`src/rtl/tdm_pkg.sv`:
```
// Shared definitions for the 4:1 TDM link. The tx-side mux and this rx-side
// demux both import this package, so they agree on the slot count and on
// which slot carries the frame-sync flag.
package tdm_pkg;

    localparam int NUM_SLOTS = 4;
    localparam int SLOT_W    = 2;

    // Frame sync is carried on slot 0.
    localparam logic [SLOT_W-1:0] SYNC_SLOT = '0;
    localparam logic [SLOT_W-1:0] LAST_SLOT = SLOT_W'(NUM_SLOTS - 1);

    typedef enum logic {
        HUNT   = 1'b0,
        LOCKED = 1'b1
    } state_t;

    // True when a beat at this slot index is expected to carry in_sync=1.
    function automatic logic is_sync_slot(input logic [SLOT_W-1:0] s);
        return s == SYNC_SLOT;
    endfunction

endpackage

```
`src/rtl/tdm_demux4.sv`:
```
// Receive-side 4:1 TDM demultiplexer.
// Aligns to the slot-0 frame sync, deserializes four W-bit slots into a
// registered 4*W word and reports alignment errors.
//
// Ports:
//   clk       rising-edge clock
//   rst       synchronous active-high reset
//   in_valid  beat qualifier for in_data / in_sync
//   in_data   slot sample (W bits)
//   in_sync   high on the beat carrying slot 0
//   out_data  assembled frame, slot k at [k*W +: W]
//   out_valid one-cycle pulse when out_data has just updated
//   locked    high while frame-aligned
//   slot      index of the next expected slot
//   sync_err  one-cycle pulse on an alignment error
//   err_cnt   saturating sync-error count
module tdm_demux4
    import tdm_pkg::*;
#(
    parameter int W     = 8,
    parameter int ERR_W = 8
) (
    input  logic                   clk,
    input  logic                   rst,
    input  logic                   in_valid,
    input  logic [W-1:0]           in_data,
    input  logic                   in_sync,
    output logic [NUM_SLOTS*W-1:0] out_data,
    output logic                   out_valid,
    output logic                   locked,
    output logic [SLOT_W-1:0]      slot,
    output logic                   sync_err,
    output logic [ERR_W-1:0]       err_cnt
);

    state_t state, next_state;

    // Slots 0..2 are staged; slot 3 goes straight into out_data together
    // with the staged slots so out_data never shows a partial frame.
    logic [NUM_SLOTS-2:0][W-1:0] staging;

    logic take;     // in-order beat: store at current slot
    logic restart;  // beat starts a new frame as slot 0
    logic err;      // alignment error on this beat

    // State register
    always_ff @(posedge clk) begin
        if (rst) state <= HUNT;
        else     state <= next_state;
    end

    // Next-state and beat classification
    always_comb begin
        next_state = state;
        take       = 1'b0;
        restart    = 1'b0;
        err        = 1'b0;
        if (in_valid) begin
            unique case (state)
                HUNT: begin
                    // Non-sync beats are dropped quietly while hunting.
                    if (in_sync) begin
                        restart    = 1'b1;
                        next_state = LOCKED;
                    end
                end
                LOCKED: begin
                    if (in_sync == is_sync_slot(slot)) begin
                        take = 1'b1;
                    end else if (in_sync) begin
                        // Early sync: resynchronize on this beat, stay locked.
                        err     = 1'b1;
                        restart = 1'b1;
                    end else begin
                        // Missing sync: alignment lost, drop the beat.
                        err        = 1'b1;
                        next_state = HUNT;
                    end
                end
                default: next_state = HUNT;
            endcase
        end
    end

    // State-derived outputs
    always_comb begin
        locked = (state == LOCKED);
    end

    // Slot counter, staging, output word and error counter
    always_ff @(posedge clk) begin
        if (rst) begin
            slot      <= '0;
            staging   <= '0;
            out_data  <= '0;
            out_valid <= 1'b0;
            sync_err  <= 1'b0;
            err_cnt   <= '0;
        end else begin
            out_valid <= 1'b0;
            sync_err  <= err;

            if (err && (err_cnt != {ERR_W{1'b1}}))
                err_cnt <= err_cnt + 1'b1;

            if (restart) begin
                staging[0] <= in_data;
                slot       <= SLOT_W'(1);
            end else if (take) begin
                slot <= slot + 1'b1;
                unique case (slot)
                    2'd0: staging[0] <= in_data;
                    2'd1: staging[1] <= in_data;
                    2'd2: staging[2] <= in_data;
                    default: begin
                        out_data  <= {in_data, staging};
                        out_valid <= 1'b1;
                    end
                endcase
            end else if (err) begin
                slot <= '0;
            end
        end
    end

endmodule

```
`config.mk`:
```
export PLATFORM = sky130hd
export DESIGN_NAME = tdm_demux4
export DESIGN_NICKNAME = d
export VERILOG_FILES = /design/src/rtl/tdm_pkg.sv /design/src/rtl/tdm_demux4.sv
export SDC_FILE = /design/constraint.sdc
export NUM_CORES = 1
export LEC_CHECK = 0
export CAP_MARGIN = 20
export CORE_ASPECT_RATIO = 1.75
export CORE_UTILIZATION = 30
export DETAILED_ROUTE_END_ITERATION = 6
export SYNTH_ARGS = -nofsm -noshare
export SYNTH_HDL_FRONTEND = slang
export SYNTH_SLANG_ARGS = --single-unit
```
`constraint.sdc`:
```
create_clock -name clk -period 4.4 [get_ports clk]
set_input_delay 0.66 -clock clk [delete_from_list [all_inputs] [get_ports clk]]
set_output_delay 0.66 -clock clk [all_outputs]
set_load 0.01 [all_outputs]
```
=== Word-level counts from Yosys, hierarchy flattened ===
Index checks and enable logic that the tools add are counted.
W data, S select, Z words.

* Add/subtract/negate cells: 2
* Equality and inequality tests: 4
* Mux-type cells: 19
* Bitwise operators: 4
* Reductions and logical operators: 13

{| class="wikitable"
|+ Operator list
! operator !! number
|-
| $mux W8 || 3
|-
| $mux W1 || 12
|-
| $reduce_and A3 Y1 || 3
|-
| $add A8 B1 Y8 const B || 1
|-
| $ne A8 B8 Y1 const B || 1
|-
| $reduce_bool A2 Y1 || 3
|-
| $reduce_or A3 Y1 || 2
|-
| $mux W2 || 2
|-
| $not A1 Y1 || 4
|-
| $pmux W1 S2 || 2
|-
| $reduce_bool A3 Y1 || 1
|-
| $add A2 B1 Y2 const B || 1
|-
| $eq A2 B1 Y1 const B || 1
|-
| $eq A2 B2 Y1 const B || 1
|-
| $logic_not A2 Y1 || 1
|-
| $reduce_and A2 Y1 || 1
|-
| $reduce_or A2 Y1 || 1
|-
| $eq A1 B1 Y1 || 1
|-
| $logic_and A1 B1 Y1 || 1
|}

* Register bits: 69
* Input bits: 12
* Output and inout port bits: 45
* Word-level logic and storage cells: 52

=== Longest topological paths before layout ===
Gate-level depths: netlist (run 1).

* Depth in word-level cells: 8
* Mapped depth: 10
* Gate-level depth less buffers: 8

=== Least setup slack after synthesis (run 1) ===
Ideal clock, no wire load.

* Path kind: register -> register
* Start point: register slot[0]
* End point: register err_cnt[5]
* Library setup time: 70 ps
* Arrival: 2120 ps
* Required time: 4330 ps
* Setup slack: 2210 ps
* Cell stages (with the launch flop): 8
* Path buffers: 0
* Clock period less this slack: 2190 ps
* Cells stage by stage: dfxtp_1 inv_1 ha_1 ha_1 nand3b_4 or2_4 or4_1 a21oi_1

* Cells in the longest elaborated chain, start to end: 6

{| class="wikitable"
|+ RTL lines
! item !! RTL line !! source
|-
| from (decl) || tdm_demux4.sv:31 || <nowiki>output logic [SLOT_W-1:0] slot,</nowiki>
|-
| from (signal assigned) || tdm_demux4.sv:110 || <nowiki>slot <= slot + 1'b1;</nowiki>
|-
| $logic_not A2 Y1 || tdm_pkg.sv:20 || <nowiki>return s == SYNC_SLOT;</nowiki>
|-
| $eq A1 B1 Y1 || tdm_demux4.sv:68 || <nowiki>if (in_sync == is_sync_slot(slot)) begin</nowiki>
|-
| $mux W1 || tdm_demux4.sv:68 ||
|-
| $mux W1 || tdm_demux4.sv:59 || <nowiki>unique case (state)</nowiki>
|-
| $mux W1 || tdm_demux4.sv:58 || <nowiki>if (in_valid) begin</nowiki>
|-
| $logic_and A1 B1 Y1 || tdm_demux4.sv:103 || <nowiki>if (err && (err_cnt != {ERR_W{1'b1}}))</nowiki>
|-
| to (signal assigned) || tdm_demux4.sv:104 || <nowiki>err_cnt <= err_cnt + 1'b1;</nowiki>
|-
| to (decl) || tdm_demux4.sv:33 || <nowiki>output logic [ERR_W-1:0] err_cnt</nowiki>
|}

No other way between the ends.
A chain may end at the register's enable or synchronous reset.

=== Final worst setup path (run 1) ===
* Start point: input in_sync
* End point: register out_data[8]

* Cells in the longest elaborated chain, start to end: 6
* Elaborated cells on any way between the ends: 10
* Classes of those cells: 1 x eq/ne; 7 x mux; 1 x bitwise; 1 x reduce/logical

{| class="wikitable"
|+ RTL lines
! item !! RTL line !! source
|-
| from (decl) || tdm_demux4.sv:27 || <nowiki>input logic in_sync,</nowiki>
|-
| $mux W1 or $eq A1 B1 Y1 (tied branches) || tdm_demux4.sv:62, tdm_demux4.sv:70, tdm_demux4.sv:68 ||
|-
| $mux W1 || tdm_demux4.sv:68 ||
|-
| $pmux W1 S2 || tdm_demux4.sv:59 ||
|-
| $mux W1 || tdm_demux4.sv:58 ||
|-
| $not A1 Y1 (no source line) || - ||
|-
| $reduce_and A3 Y1 (no source line) * || - ||
|-
| to (signal assigned) || tdm_demux4.sv:116 || <nowiki>out_data <= {in_data, staging};</nowiki>
|-
| to (decl) || tdm_demux4.sv:28 || <nowiki>output logic [NUM_SLOTS*W-1:0] out_data,</nowiki>
|}

Every way passes the cells marked *; elsewhere a longest branch is shown, timed or not.

==> summary.txt, run 1 <==
Top cell type by total area after synthesis = dfxtp_1
Synth top area cells = dfxtp_1 (52%), nand2_1 (15%), a21oi_1 (10%)
Later-pin clock latency in the skew report = 0.32 ns
IR Drop Worst-Case VDD = 0.1984 mV
Clock Tree Root = clkbuf_16
Hold-fix buffers, CTS = 0
Initial standard-cell utilization of the core = 0.3082
Final routed wire length divided by cell count = 12.49 um
Vias in the first global route = 2111
Top-Level Pins = 57
Unrepaired setup endpoints after global routing = false
Fin util = 0.4245
Layout area overhead = 37.75%
DRC marker count from the first detailed-route iteration = 102
Register area share after synthesis = 0.5203
Cell breakdown of the critical path = clkdlybuf4s50_1 -> inv_1 -> ha_1 -> and4b_2 -> and2_1 -> buf_4 -> nand2_1 -> a21oi_1
Power Dens Cells = 401.5 nW/um^2
Share of post-route cells with drive strength above 1 = 0.06897
Most used flip-flop cell after synthesis = dfxtp_1
Classification of the worst setup path = in2reg
Power Total = 1.468 mW
Worst-path maximum fanout = 17
Status = complete, no violations
Setup Total Neg Slack = 0 ns
Total half-perimeter wirelength after legalization and detailed placement = 4286 um
Most frequent cells after synthesis = nand2_1 (104), dfxtp_1 (69), a21oi_1 (55), nor2_1 (18), clkbuf_1 (13)
Count of endpoints failing hold in the final timing report = 0
Critical path buffers and inverters = 3
Synth Net Count = 340
Number of nets with antenna violations after detailed routing = 0
Die Height = 126.5 um
Initial antenna violation count = 0
Average via count per standard cell = 4.561
First-pass GRT wire length = 10150 um
Number of detailed-route iterations in the first pass = 4
Synthesis warning total = 0
Post-synthesis instance area = 2655 sq um
Area after DPL = 3298 sq um
Number of post-CTS setup repair buffers = 0
Fraction of synthesized cell area taken by the top area cell type = 0.5203
Slowest cell delay on critical path = 0.51 ns
Fraction of the mapped netlist area in adder cells = 0.03299
Area of the core = 8615 sq um
Final Cell Area = 3657 sq um
Maximum capacitance violations = 0
XOR/XNOR share of the synthesized area = 0.006598
Nets@finish = 391
Final routed wirelength across all metal layers = 6168 um
Data arrival time at the worst-slack endpoint = 2.91 ns
Horiz. Die Dim = 73.12 um
Residual DRC = 0
Die area = 9245 sq um
H-tree Lvls = 3
Kind of path behind the tightest hold check = reg2reg
Complex-gate fraction of the synthesized area = 0.1301
Worst reg2reg path depth = 8
Simple logic cell fraction of the synthesized area = 0.2342
Post-synth EDFFs = 0
Crit. End Element = register
Maximum number of pins on one net before global-route repair = 39
Final period demand of the worst path = 2.655 ns
Layout Skew = 0.004873 ns
TritonCTS clock tree = yes
Share of the cycle needed by the critical path after routing = 0.6034
# clock sinks = 69
Number of instances resized during post-cts repair = 0
Timing-limited maximum frequency = 0.3767 GHz
Detailed-route via count = 2253
Family with the most delay on the worst path = buffers and inverters
Instance count of the mapped netlist = 321
Clock Tree Buf Depth = 2
Synthesized area per cell = 8.271 sq um
Multiplexer area fraction after synthesis = 0.03770
Number of port buffers = 56
Antenna diode count = 0
Async set or reset register ratio after synthesis = 0
Slowest library cell on the worst path = clkdlybuf4s50_1
Number of failing setup endpoints in the final timing report = 0
Final Slew Violations = 0
Worst relative slew slack = 0.5449
Clock-pin slew on the worst setup and hold paths = 0.05 ns
Category of the worst setup path launch point = input pin
Overall Global Routing Usage = 0.1445
Placement Rows = 45
Slew at the pin with the worst max-slew slack = 0.6826 ns
Hold Crit Depth = 2
Cell count along the critical path = 8
Leakage power = 1.253 nW
Number of synthesized register bits = 69
Library cells used by synthesis = 33
Residual overflow from global routing = 0
Top-count cell post-synth = nand2_1
RD Place Congestion = 0.7740
TritonCTS buffer count = 9
Dominant combinational cell family by area after synthesis = simple AND/OR/NAND/NOR gates
Data required time of the critical path = 4.65 ns
kinds of logic (layout without fill, tap and decap cells):
family | Yosys count | in the layout
simple gates | 145 | 145
mux | 10 | 10
xor+xnor | 2 | 2
buf+inv | 23 | 79
flops | 69 | 69
fa+ha+maj | 7 | 7
compound gates | 65 | 65
area by class of cell:
| cell class | count | area (sq um) |
|---|---|---|
| clock buffer | 14 | 294.0 |
| clock inverter | 2 | 37.54 |
| fill | 874 | 4957 |
| inverter | 4 | 15.01 |
| multi-input combinational | 229 | 1172 |
| sequential | 69 | 1381 |
| tap | 117 | 146.4 |
| timing repair buffer | 59 | 610.6 |
cells in the final DEF, fill, tap and decap left out, types with 5 or more instances in the layout:
master	instances
a21oi_1	55
clkbuf_16	9
clkbuf_8	5
clkdlybuf4s50_1	55
dfxtp_1	69
ha_1	7
mux2i_1	10
nand2_1	104
nand3_1	6
nor2_1	18
tightest hold or removal path, stage by stage (launching register included):
cell and delay [ns]:
dfxtp_1 0.31, nand2_1 0.05, a21oi_1 0.05
routing by layer:
metal | vias to the layer above | share of wire | track usage
met1 | 1038 | 0.41 | 0.1625
li1 | 1161 | - | -
met5 | - | 0 | 0
met2 | 46 | 0.53 | 0.2418
met3 | 8 | 0.040 | 0.03813
met4 | 0 | 0.018 | 0.07958
sequential cells by signal, summed over array words and instances (netlist names):
register   flops
out_data      32
staging       24
err_cnt        8
slot           2
locked         1
out_valid      1
sync_err       1
stage by stage:
| step | std cells | setup WS [ns] | hold slack [ns] |
|---|---|---|---|
| 2_1_floorplan | 321 | 2.210 | 0.4312 |
| 3_3_place_gp | 476 | 1.372 | 0.4405 |
| 3_5_place_dp | 477 | 1.326 | 0.4473 |
| 4_1_cts | 493 | 1.662 | 0.4550 |
| 5_1_grt | 494 | 1.518 | 0.4692 |
| 6_report | 494 | 1.745 | 0.4505 |
power breakdown:
group,internal (mW),switching [mW]
combinational,0.0289,0.0358
sequential,0.633,0.00683
clock,0.516,0.249
worst paths after layout:
path / startpoint / to / slack, ns
worst min-delay path: staging[14] / out_data[14] / 0.45
worst min register to register: staging[14] / out_data[14] / 0.45
worst max-delay path: in_sync / out_data[8] / 1.75
worst max register to register: slot[0] / out_data[8] / 1.90
Power figures use the tool's default switching activity.
==> run 2: changes to the inputs <==
==> constraint.sdc (replaced) <==
create_clock -name clk -period 2.2 [get_ports clk]
set_input_delay 0.33 -clock clk [delete_from_list [all_inputs] [get_ports clk]]
set_output_delay 0.33 -clock clk [all_outputs]
set_load 0.01 [all_outputs]
==> run 2 against run 1 <==
- count of clock-buffer cells in the layout down 3
- wire length up 1.6%
- clock power up 87%
- global-route usage up 0.61 points
- die area unchanged
- critical endpoint is now err_cnt[5]
- sequential cell count unchanged
- cell area up 1.3%
- hold slack worse by 0.012 ns
==> summary.txt, run 2 (synthesis gave the netlist of run 1 again) <==
TritonCTS buffer count = 9
H-tree Lvls = 3
Final period demand of the worst path = 2.063 ns
Later-pin clock latency in the skew report = 0.33 ns
Number of nets with antenna violations after detailed routing = 0
Vias in the first global route = 2183
Die Height = 126.5 um
Overall Global Routing Usage = 0.1507
Number of port buffers = 56
Most flop-heavy register = out_data
Slew at the pin with the worst max-slew slack = 0.4962 ns
Slowest library cell on the worst path = or4_1
Setup Total Neg Slack = 0 ns
Power Dens Cells = 771.8 nW/um^2
Fraction of met1 tracks used by global routing = 0.1594
TritonCTS clock tree = yes
Critical register-to-register path startpoint = slot[0]
Detailed-route via count = 2314
Hold-fix buffers, CTS = 0
Most frequent standard cell in the layout excluding fill and tap cells = nand2_1
Worst Setup Slack post-DPL = -0.1047 ns
DRC marker count from the first detailed-route iteration = 73
Slowest cell delay on critical path = 0.49 ns
Crit. End Element = register
Number of failing setup endpoints in the final timing report = 0
Top-Level Pins = 57
Initial antenna violation count = 0
IR Drop Worst-Case VDD = 0.4761 mV
Classification of the worst setup path = reg2reg
Residual overflow from global routing = 0
Final routed wirelength across all metal layers = 6269 um
Final routed wire length divided by cell count = 12.46 um
Clock Tree Buf Depth = 2
Number of detailed-route iterations in the first pass = 4
Max FFs per register = 32
Average via count per standard cell = 4.600
Slack of the critical path = 0.1367 ns
First-pass GRT wire length = 10390 um
GR Layer Usage met2 = 0.2560
Clock-pin slew on the worst setup and hold paths = 0.06 ns
Worst min-delay path startpoint = rst
Most prevalent standard cell on the critical path = ha_1
Endpoint of the worst hold path = out_valid
Leakage power = 1.288 nW
Maximum number of pins on one net before global-route repair = 29
Data arrival time at the worst-slack endpoint = 2.33 ns
Count of endpoints failing hold in the final timing report = 0
Share of the cycle needed by the critical path after routing = 0.9379
Endpoint of the most critical register-to-register path = err_cnt[5]
Hold Crit Depth = 2
RD Place Congestion = 0.8314
Clock Tree Root = clkbuf_16
Worst relative slew slack = 0.6692
R2R setup slack = 0.14 ns
Number of instances resized during post-cts repair = 0
Area of the core = 8615 sq um
Antenna diode count = 0
Cell breakdown of the critical path = inv_1 -> ha_1 -> ha_1 -> nand3b_4 -> or2_4 -> or4_1 -> a21oi_1
Final Cell Area = 3706 sq um
Final Slew Violations = 0
Layout Skew = 0.005278 ns
Placement Rows = 45
Share of post-route cells with drive strength above 1 = 0.09067
Total half-perimeter wirelength after legalization and detailed placement = 4451 um
Layout area overhead = 39.59%
Timing-limited maximum frequency = 0.4847 GHz
Category of the worst setup path launch point = register
Worst-path maximum fanout = 3
Initial standard-cell utilization of the core = 0.3082
Nets@finish = 401
Global routing met3 resource utilization = 0.03813
Number of post-CTS setup repair buffers = 0
# fillers = 864
Data required time of the critical path = 2.46 ns
Unrepaired setup endpoints after global routing = false
Area after DPL = 3406 sq um
Worst reg2reg path depth = 7
Residual DRC = 0
Busiest grt layer = met2
Maximum capacitance violations = 0
Status = complete, no violations
# clock sinks = 69
Registers with the highest flip-flop counts = out_data x32, staging x24, err_cnt x8
Horiz. Die Dim = 73.12 um
Commonest non-fill, non-tap cells in the layout = nand2_1 (104), dfxtp_1 (69), a21oi_1 (55), clkdlybuf4s50_1 (55), nor2_1 (18)
Kind of path behind the tightest hold check = in2reg
Die area = 9245 sq um
run 2: changes by cell type in the layout (fill, tap and decap cells not counted):
cell / previous run / this run
buf_4: 1 / 10
clkbuf_8: 5 / 2
buf_12: 1 / 3
clkinv_2: 0 / 2
buf_16: 1 / 0
run 2: final cells by class:
class,instances,area [sq um],share of cell area
clock inverter,4,47.55,0.01283
multi-input combinational,229,1172,0.3163
timing repair buffer,69,690.7,0.1864
inverter,4,15.01,0.004051
tap,117,146.4,0.03950
sequential,69,1381,0.3727
clock buffer,11,252.7,0.06820
run 2: how the worst max path moves through the flow:
stage	start	to	slack, ns	depth (start not counted)
floorplan	slot[0]	err_cnt[5]	0.01	7
global placement	in_sync	err_cnt[5]	-0.06	7
detailed placement	in_sync	err_cnt[5]	-0.10	7
CTS	slot[0]	err_cnt[5]	0.13	7
global route	slot[0]	out_data[16]	0.02	9
finish	slot[0]	err_cnt[5]	0.14	7
run 2: critical path: cells and delay by family, from the launching register on:
family	cells	cell delay [ns]
compound gates	1	0.15
simple gates	3	0.91
buf+inv	1	0.06
fa+ha+maj	2	0.55
flops	1	0.33
run 2: metrics by stage:
stage,cells,hold slack [ns],util,total power [mW]
2_1_floorplan,321,0.4312,-,1.381
3_3_place_gp,488,0.4426,0.3954,1.451
6_report,503,0.4390,0.4302,2.860
5_1_grt,503,0.4575,0.4302,2.964
4_1_cts,503,0.4344,0.4302,2.891
3_5_place_dp,488,0.4449,0.3954,1.453
run 2: routing by layer:
metal / up-vias / share of wire / wire length, um
met5: - / 0 / 0
li1: 1181 / - / -
met3: 14 / 0.037 / 231
met4: 0 / 0.036 / 228
met1: 1072 / 0.40 / 2480
met2: 47 / 0.53 / 3327
run 2: power by group:
| group | leakage [nW] | switching [mW] | total [mW] | internal (mW) |
|---|---|---|---|---|
| clock network | 0.147 | 0.506 | 1.43 | 0.927 |
| logic | 0.583 | 0.0787 | 0.150 | 0.0712 |
| registers | 0.557 | 0.0117 | 1.28 | 1.27 |
